===== src/rtl/miner_pkg.sv =====
// miner_pkg: shared definitions for the SHA-256 miner message path.
//   BLOCK_W      - message block width in bits
//   WORD_W       - host word width in bits
//   asm_state_e  - block assembler states (FILL, HOLD)
//   byte_reverse - reverses the byte order of one WORD_W word
package miner_pkg;

   localparam int unsigned BLOCK_W = 512;
   localparam int unsigned WORD_W  = 32;

   typedef enum logic {
      FILL = 1'b0,
      HOLD = 1'b1
   } asm_state_e;

   function automatic logic [WORD_W-1:0] byte_reverse(input logic [WORD_W-1:0] w);
      logic [WORD_W-1:0] r;
      r = '0;
      for (int unsigned b = 0; b < WORD_W / 8; b++) begin
         r[b*8 +: 8] = w[WORD_W-8-b*8 +: 8];
      end
      return r;
   endfunction

endpackage


===== src/rtl/word_byteswap.sv =====
// word_byteswap: purely combinational byte-order reversal of one word.
//   WORD      - word width in bits (multiple of 8)
//   in_word   - input word
//   out_word  - in_word with its byte order reversed
module word_byteswap
   import miner_pkg::*;
#(
   parameter int unsigned WORD = WORD_W
) (
   input  logic [WORD-1:0] in_word,
   output logic [WORD-1:0] out_word
);

   generate
      if (WORD == WORD_W) begin : g_pkg_fn
         assign out_word = byte_reverse(in_word);
      end else begin : g_generic
         always_comb begin
            out_word = '0;
            for (int unsigned b = 0; b < WORD / 8; b++) begin
               out_word[b*8 +: 8] = in_word[WORD-8-b*8 +: 8];
            end
         end
      end
   endgenerate

endmodule


===== src/rtl/block_assembler.sv =====
// block_assembler: gathers WORD-bit host words into one LENGTH-bit message
// block, first word at the most-significant position, and holds the block
// stable until the consumer accepts it.
//   clk, rst     - rising-edge clock, asynchronous active-high reset
//   clear        - synchronous abort of any partial or held block
//   in_data/in_valid/in_ready         - word input handshake
//   block_data/block_valid/block_ready - block output handshake
//   word_count   - words stored in the current block (WORDS when held)
// Build option: define INPUT_BYTESWAP_EN to byte-reverse each word before
// it is stored (word order, handshake and timing are unchanged).
module block_assembler
   import miner_pkg::*;
#(
   parameter int unsigned LENGTH = BLOCK_W,
   parameter int unsigned WORD   = WORD_W
) (
   input  logic                          clk,
   input  logic                          rst,
   input  logic                          clear,
   input  logic [WORD-1:0]               in_data,
   input  logic                          in_valid,
   output logic                          in_ready,
   output logic [LENGTH-1:0]             block_data,
   output logic                          block_valid,
   input  logic                          block_ready,
   output logic [$clog2(LENGTH/WORD):0]  word_count
);

   localparam int unsigned WORDS = LENGTH / WORD;
   localparam int unsigned CW    = $clog2(WORDS) + 1;

   asm_state_e        state_q, state_d;
   logic [CW-1:0]     count_q, count_d;
   logic [LENGTH-1:0] data_q,  data_d;
   logic              valid_q, valid_d;
   logic [WORD-1:0]   store_word;
   logic              accept;

`ifdef INPUT_BYTESWAP_EN
   word_byteswap #(.WORD(WORD)) u_byteswap (
      .in_word  (in_data),
      .out_word (store_word)
   );
`else
   assign store_word = in_data;
`endif

   // Depends only on state and rst so no path exists from in_valid/block_ready.
   assign in_ready    = !rst && (state_q == FILL);
   assign accept      = in_valid && in_ready;
   assign block_data  = data_q;
   assign block_valid = valid_q;
   assign word_count  = count_q;

   always_comb begin
      state_d = state_q;
      count_d = count_q;
      data_d  = data_q;
      valid_d = valid_q;
      if (clear) begin
         // block_data deliberately left untouched; only the bookkeeping resets.
         state_d = FILL;
         count_d = '0;
         valid_d = 1'b0;
      end else begin
         case (state_q)
            FILL: begin
               if (accept) begin
                  for (int unsigned i = 0; i < WORDS; i++) begin
                     if (count_q == CW'(i)) begin
                        data_d[LENGTH-1-i*WORD -: WORD] = store_word;
                     end
                  end
                  count_d = count_q + CW'(1);
                  if (count_q == CW'(WORDS - 1)) begin
                     state_d = HOLD;
                     valid_d = 1'b1;
                  end
               end
            end
            HOLD: begin
               if (block_ready) begin
                  state_d = FILL;
                  count_d = '0;
                  valid_d = 1'b0;
               end
            end
            default: begin
               state_d = FILL;
               count_d = '0;
               valid_d = 1'b0;
            end
         endcase
      end
   end

   always_ff @(posedge clk or posedge rst) begin
      if (rst) begin
         state_q <= FILL;
         count_q <= '0;
         data_q  <= '0;
         valid_q <= 1'b0;
      end else begin
         state_q <= state_d;
         count_q <= count_d;
         data_q  <= data_d;
         valid_q <= valid_d;
      end
   end

endmodule


===== config.mk =====
export PLATFORM = sky130hd
export DESIGN_NAME = block_assembler
export DESIGN_NICKNAME = d
export VERILOG_FILES = /design/src/rtl/miner_pkg.sv /design/src/rtl/word_byteswap.sv /design/src/rtl/block_assembler.sv
export SDC_FILE = /design/constraint.sdc
export NUM_CORES = 1
export LEC_CHECK = 0
export CAP_MARGIN = 20
export CELL_PAD_IN_SITES_DETAIL_PLACEMENT = 1
export CELL_PAD_IN_SITES_GLOBAL_PLACEMENT = 1
export CORE_ASPECT_RATIO = 1.75
export CORE_MARGIN = 3
export CORE_UTILIZATION = 36
export CTS_BUF_LIST = sky130_fd_sc_hd__clkbuf_8
export CTS_CLUSTER_DIAMETER = 50
export DETAILED_ROUTE_END_ITERATION = 7
export PLACE_DENSITY_LB_ADDON = 0.1
export SLEW_MARGIN = 5
export SYNTH_ARGS = -nofsm -noshare
export SYNTH_HDL_FRONTEND = slang
export SYNTH_SLANG_ARGS = --single-unit

===== constraint.sdc =====
create_clock -name clk -period 17.4 [get_ports clk]
set_input_delay 2.61 -clock clk [delete_from_list [all_inputs] [get_ports clk]]
set_output_delay 2.61 -clock clk [all_outputs]
set_load 0.02 [all_outputs]

==> results.py <==
metrics = {
    "pwr": {
        "p_comb_share_pct": 11.9,
        "internal_power_mw": 1.97,
        "peakVddDrop_uv": 61.1,
        "leakage_nw": 13.2,
        "seqPwrFrac_pct": 48.8,
        "total_power_mw": 2.64,
        "p_sw_uw": 673,
        "switching_share_pct": 25.5,
        "p_per_area_nw_per_um2": 96.2,
        "clockPowerShare_pct": 39.3,
    },
    "sta": {
        "setup_viol": 0,
        "finalSetupTns_ps": 0,
        "fin_crit_sh_pct": 41.6,
        "clock.fmax_mhz": 138,
        "worst_pin_slew_ps": 1000,
        "hold_violations": 0,
        "period_needed_ps": 7230,
        "skew_ps": 36.1,
        "slew_headroom_pct": 33.1,
        "rsz0062_at_grt": "false",
        "drv_slew": 0,
    },
    "floorplan": {
        "die_area_sq_um": 57200,
        "initial_core_util_pct": 36.5,
        "placementRows": 112,
        "die_w_um": 182,
        "io_pins": 556,
        "die_height_um": 314,
        "core_area_sq_um": 53500,
    },
    "worst_setup_path": {
        "start_kind": "input pin",
        "r2r-start": "word_count[4]",
        "cp-end-kind": "primary output",
        "required_ps": 14790,
        "rr_worst_depth": 4,
        "criticalPathCategory": "input pin to primary output",
        "crit_start": "rst",
        "arrival_ps": 4620,
        "cp_max_fo": 7,
    },
    "cts": {
        "clk_latency_ps": 640,
        "cts_sinks": 519,
        "ctsResizeCount": 0,
        "post_cts_buffers": 0,
        "cts_buffer_depth": 3,
        "cts_tree": "done",
        "cts_buffers": 79,
        "htree_levels": 3,
        "cts_hold_buf": 0,
        "path_clk_slew_ps": 60,
        "clockRootBuffer": "clkbuf_8",
    },
    "global_routing": {
        "antenna_found_initial": 1,
        "grt_pass1_wl_um": 96300,
        "overflow": 0,
        "grt_pass1_vias": 13753,
        "grt_max_degree": 175,
        "grt_usage_pct": 22.8,
    },
    "final_layout": {
        "num-fill-cells": 5199,
        "final_core_util_pct": 51.3,
        "areaGrowthSynthToFinish_pct": 40.6,
        "layout-drive-gt1-share_pct": 36.8,
        "fin_nets": 1789,
    },
    "synth": {
        "synth_top_cell_area_share_pct": 66.5,
        "synth_cells": 1173,
        "synth_common_cells": "dfrtp_1 (519), mux2_2 (510), buf_2 (40)",
        "yosysWarnings": 0,
        "syn_area_sq_um": 19500,
        "ys_async_sr_fraction_pct": 100,
        "synthesis.nets": 1215,
        "ys.flop_type": "dfrtp_1",
        "avgSynthCellArea_sq_um": 16.6,
        "seq_area_frac_synth_pct": 66.5,
        "yosys.area.top_type": "dfrtp_1",
        "yosysMostFrequentCell": "dfrtp_1",
        "synth.distinct_cells": 30,
        "synth-edff-count": 0,
        "ys_ff_latch": 519,
        "netlist_top_cells_area": "dfrtp_1 (67%), mux2_2 (29%), buf_2 (1.0%), clkbuf_1 (0.65%), ha_1 (0.32%)",
    },
    "route": {
        "ant_nets": 0,
        "drc": 0,
        "wl_per_cell_um": 26.6,
        "routed_wirelength_um": 66100,
        "drtIter0Drc": 383,
        "vias_per_cell": 5.01,
        "vias": 12438,
        "first_pass_iters": 4,
    },
    "outcome": {
        "status": "complete, no violations",
    },
    "min_path": {
        "hp-class": "flop to flop",
        "hp-start": "block_data[91]",
        "min_path_cells": 1,
    },
    "place": {
        "gp_congestion": 0.768,
        "hpwl_um": 46400,
        "portBuffers": 555,
    },
    "job": {
        "drv_cap": 0,
    },
}
[routing by layer]
layer | wire length, um | share of wire, % | track usage, %
met1 | 22900 | 35 | 24.1
met2 | 34700 | 52 | 40.5
met3 | 5990 | 9.1 | 8.66
met4 | 2530 | 3.8 | 9.17
met5 | 0 | 0 | 0
[flip-flops by register name (all words and copies together) (netlist names)]
register and count:
block_valid 1, block_data 512, word_count 5, state_q 1
[placed cells by master (no fill, tap or decap), drive strengths merged]
cell           netlist  layout
clkdlybuf4s50        0     555
dfrtp              519     519
mux2               513     513
clkbuf              36     110
buf                 46      20
inv                  5      18
nand3               10      10
nand4                6       6
clkinv               0       6
a21oi                5       5
ha                   5       5
nor2b                4       4
nor2                 3       3
o21ai                3       3
nand2                3       3
or3                  2       2
and3                 2       2
diode                0       1
nor3                 1       1
nand4b               1       1
nor4b                1       1
and4bb               1       1
nand2b               1       1
a21o                 1       1
or3b                 1       1
a31oi                1       1
and2                 1       1
and4                 1       1
or2                  1       1
bufinv               0       1
[cell type report]
cell class	count	area (sq um)	area share [%]
sequential	519	13000	47.3
multi-input combinational	567	6180	22.5
timing repair buffer	575	5780	21.0
clock buffer	110	1510	5.52
tap	684	856	3.12
clock inverter	20	109	0.397
inverter	5	26.3	0.0957
antenna	1	2.50	0.00912
[cell families after synthesis]
group	after synthesis	synth area share [%]
fa+ha+maj	5	0.320
compound gates	10	0.276
buf+inv	87	2.00
simple gates	39	1.29
flops	519	66.5
mux	513	29.6
[through the flow]
step	std cells	cell area [sq um]	worst slack (ps)	hold slack [ps]
after floorplan	1173	19500	273	599
after global placement	2346	25700	10200	470
after detailed placement	2348	25800	10160	478
after CTS	2478	27400	10160	493
after global routing	2481	27500	10080	512
final	2481	27500	10170	488
[worst paths after layout]
path	slack [ps]	end
min in group asynchronous	2730	block_data[460]
setup reg to reg	14480	block_data[134]
max in group asynchronous	12390	block_data[153]
hold reg to reg	490	block_data[91]
hold / removal	490	block_data[91]
setup / recovery	10170	in_ready
[power groups by stage]
stage / Clock (mW) / Sequential [mW] / Combinational, mW
after floorplan: 0 / 1.37 / 0.0763
after global placement: 0 / 1.31 / 0.316
after detailed placement: 0 / 1.31 / 0.320
after CTS: 1.08 / 1.29 / 0.321
after global routing: 1.13 / 1.29 / 0.333
final: 1.04 / 1.29 / 0.315
[worst max-delay path, cell delays in order]
cell	delay, ps
clkdlybuf4s50_1	610
nor2_1	620
clkdlybuf4s50_1	770
(Power assumes the default switching activity.)
